[src/rtl/fetch_pc_unit_pkg.sv]
// fetch_pc_unit_pkg: shared fetch constants and next-PC source selector
package fetch_pc_unit_pkg;
   localparam logic [31:0] RESET_PC   = 32'h0000_3000;
   localparam logic [31:0] HANDLER_PC = 32'h0000_4180;
   localparam logic [31:0] IM_BASE    = 32'h0000_3000;
   localparam logic [31:0] IM_END     = 32'h0000_6FFC;
   localparam logic [4:0]  EXC_ADEL   = 5'd4;
   localparam logic [4:0]  EXC_NONE   = 5'd0;
   typedef enum logic [2:0] {SEL_EXC, SEL_HOLD, SEL_ERET, SEL_BR, SEL_SEQ} pc_sel_e;
endpackage

[src/rtl/fetch_pc_unit_if.sv]
// fetch_pc_unit_if: fetch-stage control inputs, instruction memory port and F-stage outputs
interface fetch_pc_unit_if;
   logic        Req;
   logic        WE;
   logic        D_redirect;
   logic [31:0] D_target;
   logic        D_is_cti;
   logic        D_eret;
   logic [31:0] EPC;
   logic [31:0] i_inst_rdata;
   logic [31:0] i_inst_addr;
   logic [31:0] F_pc;
   logic [31:0] F_instr;
   logic        F_DelaySlot;
   logic [4:0]  F_EXCcode;
   logic        eret_sq;
   modport master (
      output Req, WE, D_redirect, D_target, D_is_cti, D_eret, EPC, i_inst_rdata,
      input  i_inst_addr, F_pc, F_instr, F_DelaySlot, F_EXCcode, eret_sq
   );
   modport slave (
      input  Req, WE, D_redirect, D_target, D_is_cti, D_eret, EPC, i_inst_rdata,
      output i_inst_addr, F_pc, F_instr, F_DelaySlot, F_EXCcode, eret_sq
   );
endinterface

[src/rtl/fetch_pc_unit_addr_check.sv]
// fetch_addr_check: flags misaligned or out-of-range instruction fetch addresses
module fetch_addr_check
   import fetch_pc_unit_pkg::*;
(
   input  logic [31:0] pc,
   output logic        adel
);
   assign adel = (pc[1:0] != 2'b00) | (pc < IM_BASE) | (pc > IM_END);
endmodule

[src/rtl/fetch_pc_unit.sv]
// fetch_pc_unit: fetch PC register, prioritised redirect mux and fetch squash
module fetch_pc_unit
   import fetch_pc_unit_pkg::*;
(
   input  logic            clk,
   input  logic            reset,
   fetch_pc_unit_if.slave  bus
);
   logic [31:0] pc_q, pc_d;
   logic        eret_sq_q, eret_sq_d, adel;
   pc_sel_e     sel;
   fetch_addr_check u_chk (.pc(pc_q), .adel(adel));
   always_comb begin
      sel       = bus.Req ? SEL_EXC : !bus.WE ? SEL_HOLD : bus.D_eret ? SEL_ERET :
                  bus.D_redirect ? SEL_BR : SEL_SEQ;
      pc_d      = sel == SEL_EXC  ? HANDLER_PC :
                  sel == SEL_HOLD ? pc_q :
                  sel == SEL_ERET ? bus.EPC :
                  sel == SEL_BR   ? bus.D_target : pc_q + 32'd4;
      eret_sq_d = (sel == SEL_ERET) | ((sel == SEL_HOLD) & eret_sq_q);
   end
   always_ff @(posedge clk) begin
      if (reset) begin
         pc_q      <= RESET_PC;
         eret_sq_q <= 1'b0;
      end else begin
         pc_q      <= pc_d;
         eret_sq_q <= eret_sq_d;
      end
   end
   // eret has no delay slot, so the word fetched alongside it is dropped
   assign bus.i_inst_addr = pc_q;
   assign bus.F_pc        = pc_q;
   assign bus.F_instr     = (bus.D_eret | adel) ? 32'h0 : bus.i_inst_rdata;
   assign bus.F_EXCcode   = adel ? EXC_ADEL : EXC_NONE;
   assign bus.F_DelaySlot = bus.D_is_cti & ~bus.D_eret;
   assign bus.eret_sq     = eret_sq_q;
endmodule

[src/flat_wrapper.sv]
// flat-port wrapper written by rule: the top's interface ports become plain ports
module fetch_pc_unit_flat import fetch_pc_unit_pkg::*;
  (clk, reset, bus_Req, bus_WE, bus_D_redirect, bus_D_target, bus_D_is_cti, bus_D_eret, bus_EPC, bus_i_inst_rdata, bus_i_inst_addr, bus_F_pc, bus_F_instr, bus_F_DelaySlot, bus_F_EXCcode, bus_eret_sq);
  fetch_pc_unit_if bus_i ();
  input  logic clk;
  input  logic reset;
  input wire logic [$bits(bus_i.Req)-1:0] bus_Req;
  input wire logic [$bits(bus_i.WE)-1:0] bus_WE;
  input wire logic [$bits(bus_i.D_redirect)-1:0] bus_D_redirect;
  input wire logic [$bits(bus_i.D_target)-1:0] bus_D_target;
  input wire logic [$bits(bus_i.D_is_cti)-1:0] bus_D_is_cti;
  input wire logic [$bits(bus_i.D_eret)-1:0] bus_D_eret;
  input wire logic [$bits(bus_i.EPC)-1:0] bus_EPC;
  input wire logic [$bits(bus_i.i_inst_rdata)-1:0] bus_i_inst_rdata;
  output wire logic [$bits(bus_i.i_inst_addr)-1:0] bus_i_inst_addr;
  output wire logic [$bits(bus_i.F_pc)-1:0] bus_F_pc;
  output wire logic [$bits(bus_i.F_instr)-1:0] bus_F_instr;
  output wire logic [$bits(bus_i.F_DelaySlot)-1:0] bus_F_DelaySlot;
  output wire logic [$bits(bus_i.F_EXCcode)-1:0] bus_F_EXCcode;
  output wire logic [$bits(bus_i.eret_sq)-1:0] bus_eret_sq;
  assign bus_i.Req = bus_Req;
  assign bus_i.WE = bus_WE;
  assign bus_i.D_redirect = bus_D_redirect;
  assign bus_i.D_target = bus_D_target;
  assign bus_i.D_is_cti = bus_D_is_cti;
  assign bus_i.D_eret = bus_D_eret;
  assign bus_i.EPC = bus_EPC;
  assign bus_i.i_inst_rdata = bus_i_inst_rdata;
  assign bus_i_inst_addr = bus_i.i_inst_addr;
  assign bus_F_pc = bus_i.F_pc;
  assign bus_F_instr = bus_i.F_instr;
  assign bus_F_DelaySlot = bus_i.F_DelaySlot;
  assign bus_F_EXCcode = bus_i.F_EXCcode;
  assign bus_eret_sq = bus_i.eret_sq;
  fetch_pc_unit u_core (.clk(clk), .reset(reset), .bus(bus_i));
endmodule
[config.mk]
export PLATFORM = sky130hd
export DESIGN_NAME = fetch_pc_unit_flat
export DESIGN_NICKNAME = d
export VERILOG_FILES = /design/src/rtl/fetch_pc_unit_pkg.sv /design/src/rtl/fetch_pc_unit_if.sv /design/src/rtl/fetch_pc_unit_addr_check.sv /design/src/rtl/fetch_pc_unit.sv /design/src/flat_wrapper.sv
export SDC_FILE = /design/constraint.sdc
export NUM_CORES = 1
export LEC_CHECK = 0
export BUFFER_PORTS_ARGS = -buffer_cell sky130_fd_sc_hd__buf_4
export CORE_ASPECT_RATIO = 2
export CORE_MARGIN = 3
export CORE_UTILIZATION = 36
export CTS_BUF_LIST = sky130_fd_sc_hd__clkbuf_2
export DETAILED_ROUTE_END_ITERATION = 12
export GPL_ROUTABILITY_DRIVEN = 0
export GPL_TIMING_DRIVEN = 0
export PLACE_DENSITY = 0.72
export SLEW_MARGIN = 10
export SYNTH_ARGS = -nofsm -noshare
export SYNTH_HDL_FRONTEND = slang
export SYNTH_HIERARCHICAL = 1
export SYNTH_SLANG_ARGS = --single-unit
[constraint.sdc]
create_clock -name clk -period 2.69 [get_ports clk]
set_clock_uncertainty 0.15 [all_clocks]
set_input_delay 0 -clock clk [delete_from_list [all_inputs] [get_ports clk]]
set_output_delay 0 -clock clk [all_outputs]
set_load 0.05 [all_outputs]
==> metrics.cfg <==
[grt]
gr-total-overflow = 0
routing_layer_with_the_top_usage_in_global_route = met2
grt_usage = 0.290
first_global_vias = 4484
grt_max_degree = 11
met3_usage = 0.0580
antenna_found_initial = 1
gr-usage-met2 = 0.548
global_route_track_usage_on_met1 = 0.272
wire_length_of_the_first_global_routing_pass_mm = 21.5

[cts]
clk_path_buf_depth = 2
clock_tree_from_tritoncts = built
cts_root_buf = clkbuf_2
worst_skew_pair.late_latency_ns = 0.41
cts.reportedPaths.clkPinSlew_ns = 0.19
clock_sinks = 33
ctsHtreeMaxLevel = 2
number_of_buffers_inserted_during_clock_tree_synthesis = 5

[synthesis]
synth.area.mux_share = 0
synth_edf_count = 0
synth.distinct_cells = 44
flip_flop_cell_with_the_highest_count_after_synthesis = dfxtp_1
main_combinational_cell_family_by_area_after_synthesis = simple AND/OR/NAND/NOR gates
synth_fa_ha_area_frac = 0.00436
post_synth.cell_area_avg_sq_um = 7.06
synthSimpleGateAreaFrac = 0.280
synth.yosys.seq_area_share = 0.230
ys_ff_latch = 33
ys_warn_count = 6
post_synth_inst_count = 407
post_synth_xor_area_fraction = 0.0641
compound_gate_portion_of_the_synthesized_area = 0.276
synthesis.area_sq_um = 2870
postSynth.asyncResetShare = 0

[power]
vdd_drop_max_uv = 222
p_leak_nw = 2.45
total_power_mw = 1.65
power_density_over_the_cells_nw_per_um2 = 309

[sta]
clock.fmax_mhz = 381
timing_worst_slew_pin_value_ns = 0.769
min_period_over_period = 0.975
relSlewSlack = 0.483
timing_hold_violations_final = 0
drv_slew = 0
report.final.setup_viol = 0
fin_crit_ns = 2.62

[floorplanning]
start_util = 0.375
rows = 45
io_pins = 206
die_width_microns = 69.2
chipHeight_microns = 132
fp.dieArea_sq_um = 9150
core_area_sq_um = 7660

[worst_setup_path]
critPathMaxFanout = 6
worst_setup_path_end_kind = flop
cells_traversed_along_the_worst_timing_path = nand4_1, or4_1, buf_2, nor2_1, xnor2_1, a21oi_1, dlygate4sd3_1
max_stage_delay_ns = 0.56
crit_required_ns = 2.87
critPathArrivalTime_ns = 2.80
timing_worst_setup_path_type = flop to flop
cell_with_the_biggest_individual_delay_on_the_critical_path = dlygate4sd3_1
regToRegSetupSlack_ns = 0.07
worst_setup_path_start_kind = flop

[place]
dpl.cell_count = 701
port-buffer-count = 197
dp.final_hpwl_mm = 10.3

[routing]
detail_route.vias_per_cell = 5.55
drtPass1Iterations = 5
antenna_left = 0
dr_total_vias = 4363
drt-initial-drc-count = 368
drt-total-wl_mm = 14.1
wire_per_inst_microns = 17.9
drc = 0

[final_layout]
filler_cell_count = 679
layout-drive-gt1-share = 0.381
final_cells = 786
areaGrowthSynthToFinish_pct = 85.6
design.final.nets = 794
layout.cells.most_common = buf_4
highest_count_cells_in_the_layout_ignoring_fill_and_taps = buf_4, dlygate4sd3_1, nand2_1
footprint_of_the_multi_input_gates_sq_um = 1850
regArea_sq_um = 669

[flow_run]
maxCapViolations = 0

[status]
outcome = complete, no violations

[hold_path]
type_of_the_worst_min_delay_path = primary input to flop

## final cells by class
type,count,area share
plain buffers,62,0.0709
clock buffers,8,0.00751
diodes,1,0.000470
multi-input cells,304,0.347
inverters,11,0.00775
repair buffers,273,0.419
flip-flops and latches,33,0.126
well taps,94,0.0221
## worst paths after layout
| path | from | endpoint | cells past startpoint |
|---|---|---|---|
| min reg2reg | u_core/bus.eret_sq | u_core/bus.eret_sq | 2 |
| min | bus_WE | u_core/bus.eret_sq | 3 |
| max reg2reg | u_core/bus.F_pc[11] | u_core/bus.F_pc[21] | 7 |
| max | u_core/bus.F_pc[11] | u_core/bus.F_pc[21] | 7 |
## flip-flops by register name, indices dropped and copies added, names as in the netlist, named ones only
signal	flops
u_core/bus.eret_sq	1
u_core/bus.F_pc	30
## synth_stat cells, types with 2 or more instances
library cell  number  area share
buf_2              2      0.0035
nand3_1           15       0.026
a22oi_1            6       0.016
a21oi_1           36       0.063
a211oi_1           3      0.0078
o211ai_1          10       0.026
xor2_1            11       0.034
nor2_1            21       0.027
nor2b_1            2      0.0044
a211o_1            2      0.0061
inv_1             10       0.013
o221ai_1          11       0.034
nand2_1           38       0.050
o31ai_1            2      0.0052
nor3_1             7       0.012
a221oi_1           3      0.0092
dfxtp_1           33        0.23
nor4_1             7       0.015
or3_1              2      0.0044
o22ai_1           16       0.035
clkbuf_1          22       0.029
buf_4             37       0.097
a21o_1             2      0.0052
o21ai_0           24       0.042
xnor2_1           10       0.030
and2_1            35       0.076
and4_1             3      0.0092
and3_1             3      0.0065
nand4_1           11       0.024
or4_1              3      0.0078
a31oi_1            7       0.015
## stage by stage
step	util	instance area (sq um)	hold WS [ns]	setup slack [ns]	TNS, ns
after floorplan	-	2880	-0.0809	0.0344	0
after global placement	0.585	4480	0.0774	0.200	0
after detailed placement	0.585	4480	0.0882	0.190	0
after CTS	0.686	5260	0.00522	0.00659	0
after global routing	0.696	5330	0.0639	-0.0207	-0.0307
final	0.696	5330	0.0599	0.0682	0
## report_power, final
part | leakage, nW | internal, mW | total, mW | switching [mW]
combinational | 2.14 | 0.357 | 0.827 | 0.470
clock | 0.0332 | 0.0765 | 0.265 | 0.189
sequential | 0.273 | 0.512 | 0.557 | 0.0453
## repair_timing
item                                    in CTS  in global routing
resized for setup                            4                 15
hold endpoints to repair                    32                  0
endpoints found under the setup margin      30                 40
setup buffers                                0                  3
pin swaps                                    0                  2
hold buffers                                73                  0
## worst max-delay path, delay by kind of cell, from the launching register on
kind / cells / cell delay, ns
AO/OA/AOI/OAI: 1 / 0.08
AND/OR/NAND/NOR: 3 / 0.92
flip-flops: 1 / 0.51
XOR/XNOR: 1 / 0.13
buffers and inverters: 2 / 0.74
## layer usage
metal  wire length, microns  part of all wire
met4                    713             0.051
met2                   7720              0.55
met3                   1230             0.087
met5                      0                 0
met1                   4430              0.31
## cells by family (layout without fill, tap and decap cells)
kind of cell    Yosys count  in the layout
xor+xnor                 21             21
buf+inv                  73            354
simple gates            152            152
compound gates          126            126
other cells               1              5
fa+ha+maj                 1              1
flops                    33             33
Power figures use the tool's default switching activity.
